**src/rtl/shift_arbiter.sv**
```systemverilog
// -----------------------------------------------------------------------------
// shift_arbiter
//
// Purpose:
//   Shares a single 32-bit barrel shifter (logical left, logical right,
//   arithmetic right, 5-bit amount) between N_REQ requesters. A round-robin
//   arbiter picks one valid requester per cycle. The chosen operands are
//   shifted combinationally and captured in a single result register, which
//   is drained through a valid/ready handshake to one consumer.
//
// Ports:
//   clk           in   clock, rising edge
//   rst_n         in   asynchronous active-low reset
//   req_valid_i   in   [N_REQ]      per-requester request valid
//   req_ready_o   out  [N_REQ]      per-requester accept, one-hot or zero
//   req_data_i    in   [32*N_REQ]   operand, requester i at [32i+31:32i]
//   req_amt_i     in   [5*N_REQ]    shift amount, requester i at [5i+4:5i]
//   req_dir_i     in   [N_REQ]      0 = left, 1 = right
//   req_type_i    in   [N_REQ]      right shifts: 0 = logical, 1 = arithmetic
//   resp_valid_o  out  result register holds a valid result
//   resp_ready_i  in   consumer accepts the result
//   resp_data_o   out  [32]         shift result
//   resp_id_o     out  [ID_W]       index of the requester that produced it
// -----------------------------------------------------------------------------
module shift_arbiter #(
  parameter int N_REQ = 4,
  parameter int ID_W  = 2
) (
  input  logic                 clk,
  input  logic                 rst_n,
  input  logic [N_REQ-1:0]     req_valid_i,
  output logic [N_REQ-1:0]     req_ready_o,
  input  logic [32*N_REQ-1:0]  req_data_i,
  input  logic [5*N_REQ-1:0]   req_amt_i,
  input  logic [N_REQ-1:0]     req_dir_i,
  input  logic [N_REQ-1:0]     req_type_i,
  output logic                 resp_valid_o,
  input  logic                 resp_ready_i,
  output logic [31:0]          resp_data_o,
  output logic [ID_W-1:0]      resp_id_o
);

  // N_REQ and N_REQ-1 expressed in the widths used by the pointer arithmetic.
  localparam logic [ID_W:0]   NREQ_EXT = (ID_W+1)'(N_REQ);
  localparam logic [ID_W-1:0] LAST_ID  = ID_W'(N_REQ-1);

  // Result stage and round-robin pointer.
  logic            resp_valid_q, resp_valid_d;
  logic [31:0]     resp_data_q,  resp_data_d;
  logic [ID_W-1:0] resp_id_q,    resp_id_d;
  logic [ID_W-1:0] rr_ptr_q,     rr_ptr_d;

  // Arbitration.
  logic            stage_free;
  logic            found;
  logic [ID_W-1:0] win_id;
  logic [ID_W:0]   arb_sum;
  logic            grant_en;

  // Per-requester operand views and the winner's selected operands.
  logic [31:0] op_data [N_REQ];
  logic [4:0]  op_amt  [N_REQ];
  logic [31:0] sel_data;
  logic [4:0]  sel_amt;
  logic        sel_dir;
  logic        sel_type;
  logic [31:0] fill_mask;
  logic [31:0] shift_res;

  genvar gi;
  generate
    for (gi = 0; gi < N_REQ; gi++) begin : g_unpack
      assign op_data[gi] = req_data_i[32*gi +: 32];
      assign op_amt[gi]  = req_amt_i[5*gi +: 5];
    end
  endgenerate

  // The stage can take a new result if it is empty or being drained now.
  assign stage_free = !resp_valid_q || resp_ready_i;

  // Round-robin search: start at rr_ptr_q and walk upward with wrap-around.
  // The ID_W+1 bit sum never overflows because rr_ptr_q < N_REQ <= 2**ID_W.
  always_comb begin
    found   = 1'b0;
    win_id  = '0;
    arb_sum = '0;
    for (int k = 0; k < N_REQ; k++) begin
      arb_sum = {1'b0, rr_ptr_q} + (ID_W+1)'(k);
      if (arb_sum >= NREQ_EXT) begin
        arb_sum = arb_sum - NREQ_EXT;
      end
      if (!found && req_valid_i[arb_sum[ID_W-1:0]]) begin
        found  = 1'b1;
        win_id = arb_sum[ID_W-1:0];
      end
    end
  end

  // rst_n gates the grant so no requester sees ready while reset is held.
  assign grant_en = found && stage_free && rst_n;

  generate
    for (gi = 0; gi < N_REQ; gi++) begin : g_ready
      assign req_ready_o[gi] = grant_en && (win_id == ID_W'(gi));
    end
  endgenerate

  assign sel_data = op_data[win_id];
  assign sel_amt  = op_amt[win_id];
  assign sel_dir  = req_dir_i[win_id];
  assign sel_type = req_type_i[win_id];

  // Arithmetic right = logical right OR a mask of the vacated top bits.
  // All-ones >> amt leaves zeros exactly in the top amt positions, so its
  // complement is the fill mask; for amt = 0 the mask is empty.
  assign fill_mask = ~(32'hFFFF_FFFF >> sel_amt);

  always_comb begin
    if (!sel_dir) begin
      shift_res = sel_data << sel_amt;
    end else if (sel_type && sel_data[31]) begin
      shift_res = (sel_data >> sel_amt) | fill_mask;
    end else begin
      shift_res = sel_data >> sel_amt;
    end
  end

  // Next state: a transfer loads the stage (also covers drain+refill in one
  // cycle), a drain without refill clears valid, otherwise everything holds.
  always_comb begin
    resp_valid_d = resp_valid_q;
    resp_data_d  = resp_data_q;
    resp_id_d    = resp_id_q;
    rr_ptr_d     = rr_ptr_q;
    if (grant_en) begin
      resp_valid_d = 1'b1;
      resp_data_d  = shift_res;
      resp_id_d    = win_id;
      rr_ptr_d     = (win_id == LAST_ID) ? '0 : win_id + ID_W'(1);
    end else if (resp_valid_q && resp_ready_i) begin
      resp_valid_d = 1'b0;
    end
  end

  always_ff @(posedge clk or negedge rst_n) begin
    if (!rst_n) begin
      resp_valid_q <= 1'b0;
      resp_data_q  <= '0;
      resp_id_q    <= '0;
      rr_ptr_q     <= '0;
    end else begin
      resp_valid_q <= resp_valid_d;
      resp_data_q  <= resp_data_d;
      resp_id_q    <= resp_id_d;
      rr_ptr_q     <= rr_ptr_d;
    end
  end

  assign resp_valid_o = resp_valid_q;
  assign resp_data_o  = resp_data_q;
  assign resp_id_o    = resp_id_q;

endmodule

```
**config.mk**
```make
export PLATFORM = sky130hd
export DESIGN_NAME = shift_arbiter
export DESIGN_NICKNAME = d
export VERILOG_FILES = /design/src/rtl/shift_arbiter.sv
export SDC_FILE = /design/constraint.sdc
export NUM_CORES = 1
export LEC_CHECK = 0
export ABC_AREA = 1
export BUFFER_PORTS_ARGS = -buffer_cell sky130_fd_sc_hd__buf_2
export CAP_MARGIN = 20
export CORE_ASPECT_RATIO = 1.1
export CORE_MARGIN = 2
export CORE_UTILIZATION = 56
export DETAILED_ROUTE_END_ITERATION = 16
export MAX_ROUTING_LAYER = met4
export PLACE_DENSITY = 0.84
export SLEW_MARGIN = 10
export SYNTH_ARGS = -nofsm -noshare
export SYNTH_HDL_FRONTEND = slang
export SYNTH_SLANG_ARGS = --single-unit
```
**constraint.sdc**
```tcl
create_clock -name clk -period 3.5 [get_ports clk]
set_input_delay 0.35 -clock clk [delete_from_list [all_inputs] [get_ports clk]]
set_output_delay 0.35 -clock clk [all_outputs]
set_load 0.05 [all_outputs]
```
# [Word-level counts from Yosys, hierarchy flattened]
# Cells that the tools add are included.
[word_totals] regBits=37 wordCells=84 input_bits=163 output_inout_bits=39
[op_classes] n_shift=3 order_cmp=10 n_reduce_logical=18 muxes=35 add_sub_neg=8 n_bitwise=3 eq_ne=3
[ops] cell="$mux W32" n=4
[ops] cell="$bmux W32 S2" n=1
[ops] cell="$not A32 Y32" n=1
[ops] cell="$or A32 B32 Y32" n=1
[ops] cell="$shl A32 B5 Y32" n=1
[ops] cell="$shr A32 B5 Y32" n=1
[ops] cell="$shr A32 B5 Y32 const A" n=1
[ops] cell="$mux W2" n=9
[ops] cell="$lt A2 B3 Y1 const B" n=5
[ops] cell="$bmux W1 S2" n=6
[ops] cell="$ge A3 B3 Y1 const B" n=4
[ops] cell="$mux W1" n=12
[ops] cell="$logic_and A1 B1 Y1" n=11
[ops] cell="$bmux W5 S2" n=1
[ops] cell="$mux W5" n=2
[ops] cell="$sub A2 B1 Y2 const B" n=4
[ops] cell="$add A2 B2 Y3 const B" n=2
[ops] cell="$eq A2 B2 Y1 const B" n=2
[ops] cell="$logic_not A1 Y1" n=4
[ops] cell="$add A2 B1 Y3 const B" n=1
[ops] cell="$ge A2 B3 Y1 const B" n=1
[ops] cell="$not A2 Y3" n=1
[ops] cell="$add A2 B1 Y2 const B" n=1
[ops] cell="$eq A2 B1 Y1 const B" n=1
[ops] cell="other kinds (3)" n=3

# [Depth between registers and ports, before layout]
[depth] ltp_word=23 mapped_depth=28 mapped_depth_nobuf=26

# [Least setup slack after synthesis]
# OpenSTA, ideal clock, no wires.
[synth_timing] path_type="register to output" startpoint="register rr_ptr_q[0]" endpoint="output port req_ready_o[0]" slack_ns=0.703 t_required_ns=3.150 path_stages_with_launch=14 arrival_ns=2.447 n_path_buf=4 path_cell_list="dfrtp_1 buf_6 inv_8 nand2_1 nand2_2 nand2_2 nand2_2 nor2_4 nand3_2 buf_2 buf_2 nand3_1 clkbuf_1 nor2_1"
[synth_between] elab_chain_cells=17 elab_cells_between_ends=41 cone_classes="add/sub (7); order compare (4); mux (20); reduce/logical (10)"
[synth_lines] element="from (decl)" line_no="51" text="logic [ID_W-1:0] rr_ptr_q, rr_ptr_d;"
[synth_lines] element="from (signal assigned)" line_no="155" text="rr_ptr_q <= rr_ptr_d;"
[synth_lines] element="parallel branches: the longest is 16 deep, another holds $add A2 B1 Y3"
[synth_lines] element="$logic_and A1 B1 Y1 *" line_no="104" text="assign req_ready_o[gi] = grant_en && (win_id == ID_W'(gi));"
[synth_lines] element="to (decl)" line_no="32" text="output logic [N_REQ-1:0] req_ready_o,"
# Every way passes the cells marked *. The select of a mux whose other input is x is not followed.

# [Worst setup path in the final report]
[layout_timing] startpoint="register rr_ptr_q[0]" endpoint="register resp_data_q[10], in the netlist resp_data_o[10]"
[layout_between] elab_chain_cells=23 elab_cells_between_ends=58 cone_classes="add/sub (7); order compare (4); shift (3); mux (32); bitwise (3); reduce/logical (9)"
[layout_lines] element="parallel branches: the longest is 23 deep, another holds $add A2 B1 Y3"
[layout_lines] element="to (signal assigned)" line_no="153" text="resp_data_q <= resp_data_d;"
[layout_lines] element="to (decl)" line_no="49" text="logic [31:0] resp_data_q, resp_data_d;"
# Parallel ways; which one is timed is not known. The select of a mux whose other input is x is not followed.
# A chain may end at the register's enable or synchronous reset.

==> impl_metrics.py <==
metrics = {
    "sta": {
        "final-hold-violation-count": 0,
        "timing.final.crit_period_ns": 3.351,
        "tightest_slew_ns": 0.6501,
        "fmax_mhz": 298.4,
        "relSlewSlack_pct": 56.50,
        "setup_viol": 0,
        "period_share_pct": 95.75,
        "skew_ns": 0.01096,
        "slew_violations": 0,
        "tns_ns": 0,
    },
    "clock_tree": {
        "root_buffer": "clkbuf_16",
        "ctsHoldBuffers": 0,
        "clock_latency_ns": 0.29,
        "cts_inserted_buffers": 5,
        "htreeDepth": 2,
        "cts_tree": "done",
        "cts_max_path_buffers": 2,
        "clock-sinks": 37,
        "path_clk_slew_ns": 0.06,
    },
    "min_path": {
        "hold_class": "input port to asynchronous set/reset pin",
    },
    "grt": {
        "overflow": 0,
        "grt_pass1_vias": 9440,
        "antenna_found_initial": 0,
        "grt_pass1_wl_um": 48930,
        "grt_max_degree": 46,
        "grtUsageTotal_pct": 43.56,
    },
    "route": {
        "viasPerCell": 5.819,
        "drtAntennaViolNets": 0,
        "first_pass_iters": 7,
        "vias": 10680,
        "totalWireLength_um": 31930,
        "drt_iter0_markers": 1451,
        "wl_per_cell_um": 17.39,
        "drc": 0,
    },
    "finish": {
        "fin_util_pct": 67.28,
        "fillerInstances": 1334,
        "syn2layout_area_growth_pct": 16.64,
        "finalNetCount": 1818,
        "antennaDiodeCount": 0,
        "fin_area_sq_um": 8926,
        "drive_gt1_share_pct": 21.07,
    },
    "setup_path": {
        "reg2regPathDepth": 21,
        "critPathRequiredTime_ns": 3.72,
        "r2r_end": "resp_data_o[10]$_DFFE_PN0P_",
        "path_max_fanout": 45,
        "r2r_slack_ns": 0.15,
        "critPathArrivalTime_ns": 3.57,
        "r2r_start": "rr_ptr_q[0]$_DFFE_PN0P_",
        "crit_type": "register to register",
        "critPathCaptureType": "register",
        "startpoint_type": "register",
    },
    "floorplanning": {
        "rows": 44,
        "dieWidth_um": 115.5,
        "pin_count": 202,
        "coreArea_sq_um": 13270,
        "die_h_um": 126.6,
        "dieArea_sq_um": 14620,
        "initial_utilization_pct": 57.68,
    },
    "placement": {
        "place_area_sq_um": 8677,
        "port_buffers": 201,
        "place_hpwl_um": 25190,
        "routabilityCongestion": 1.144,
    },
    "yosys": {
        "ys_top_cells_by_area": "nand2_1, nand3_1, dfrtp_1",
        "synth_cells": 1474,
        "syn_nets": 1641,
        "synth_cell_types": 43,
        "synth_area_sq_um": 7652,
        "synth_top_cell_by_area": "nand2_1",
        "synth_top_area_share_pct": 27.91,
        "ys_seq_area_share_pct": 12.10,
        "synth_top_flop_cell": "dfrtp_1",
        "yosysWarningCount": 0,
        "async_reset_ff_share_pct": 100.0,
        "synth_seq_cells": 37,
        "synth_area_per_cell_sq_um": 5.192,
        "synth_edf_count": 0,
    },
    "outcome": {
        "status": "finished, final reports clean",
    },
    "job": {
        "drv_cap": 0,
    },
}
## synth_stat cells, types with 12 or more instances
| library cell | count |
|---|---|
| or2_2 | 18 |
| inv_1 | 178 |
| nand2_1 | 569 |
| o21ai_0 | 19 |
| nor2_1 | 48 |
| a21oi_1 | 36 |
| buf_2 | 32 |
| nand2_2 | 18 |
| inv_2 | 12 |
| nand3_1 | 317 |
| buf_4 | 29 |
| dfrtp_1 | 37 |
| buf_6 | 21 |
| nand4_1 | 60 |
| o21ai_1 | 16 |
## cells in the final DEF (no fill, tap or decap), types with 18 or more instances in the layout
cell,Yosys,final
nand2_1,569,568
nand3_1,317,317
buf_2,32,201
inv_1,178,178
nand4_1,60,60
nor2_1,48,48
buf_4,29,48
a21oi_1,36,36
dfrtp_1,37,36
nand2_2,18,19
o21ai_0,19,19
or2_2,18,18
## cells by family (layout without fill, tap and decap cells)
logic type	count (synthesis)	in the layout	share of synthesized area [%]
AO/OA/AOI/OAI	92	92	6.786
adder cells (fa/ha/maj)	4	4	0.6540
buffers and inverters	285	462	18.36
flip-flops	37	37	12.10
multiplexers	1	1	0.1308
AND/OR/NAND/NOR	1055	1056	61.97
## sequential cells by signal, summed over array words and instances, names as in the netlist
name,count
resp_id_o,2
rr_ptr_q,2
resp_valid_o,1
resp_data_o,32
## critical path, stage by stage (launching register included)
cell      delay, ns
dfrtp_2        0.50
inv_8          0.11
nand2_1        0.07
nand3_1        0.10
nand2_2        0.09
inv_2          0.07
nand2_1        0.06
nand2_2        0.13
nand3_4        0.18
buf_4          0.20
nand2_1        0.05
nand3_1        0.12
nand2_4        0.22
clkinv_8       0.22
buf_4          0.23
nand3_1        0.11
nand2_1        0.07
nand2_1        0.06
nand2_1        0.09
o21ai_0        0.33
o21ai_1        0.12
a21boi_1       0.14
## worst max path at each step
stage	from	end	depth (start not counted)
3_3_place_gp	rr_ptr_q[0]$_DFFE_PN0P_	resp_data_o[2]$_DFFE_PN0P_	21
4_1_cts	rr_ptr_q[0]$_DFFE_PN0P_	resp_data_o[12]$_DFFE_PN0P_	22
3_5_place_dp	rr_ptr_q[0]$_DFFE_PN0P_	resp_data_o[2]$_DFFE_PN0P_	24
2_1_floorplan	rr_ptr_q[0]$_DFFE_PN0P_	req_ready_o[0]	13
5_1_grt	rr_ptr_q[0]$_DFFE_PN0P_	resp_data_o[10]$_DFFE_PN0P_	21
6_report	rr_ptr_q[0]$_DFFE_PN0P_	resp_data_o[10]$_DFFE_PN0P_	21
## per-stage QoR
step                      cells  worst slack [ns]  hold slack, ns
after global routing       1836          -0.01278          0.1796
after global placement     1821            0.1538          0.4380
after detailed placement   1821            0.1300          0.4398
final                      1836            0.1488          0.1283
after CTS                  1829            0.1049          0.1384
after floorplan            1474            0.7029         0.05441
## final cells by class
type                       count  area [sq um]  area share (%)
clock inverter                 3         17.52          0.1962
clock buffer                   5         125.1           1.402
timing repair buffer         260          1536           17.21
tap                          184         230.2           2.579
sequential                    37         927.1           10.39
multi-input combinational   1153          5334           59.76
inverter                     194         755.7           8.467
## per-layer routing
metal | global-route usage [%] | wire [um] | part of all wire (%) | up-vias
li1 | - | - | - | 5077
met1 | 55.67 | 12540 | 39 | 4679
met2 | 66.19 | 13880 | 43 | 770
met3 | 6.020 | 3486 | 11 | 158
met4 | 23.32 | 2025 | 6.3 | 0
met5 | - | 0 | 0 | -
## repair_timing
| action | 4_1_cts | 5_1_grt |
|---|---|---|
| endpoints found under the hold margin | 0 | 0 |
| resized for setup | 0 | 15 |
| setup buffers | 0 | 6 |
| setup endpoints to repair | 0 | 32 |
Power is left out: the tool's default activity adds up to more than one toggle a clock period on the data nets, which glitch-free logic cannot reach.
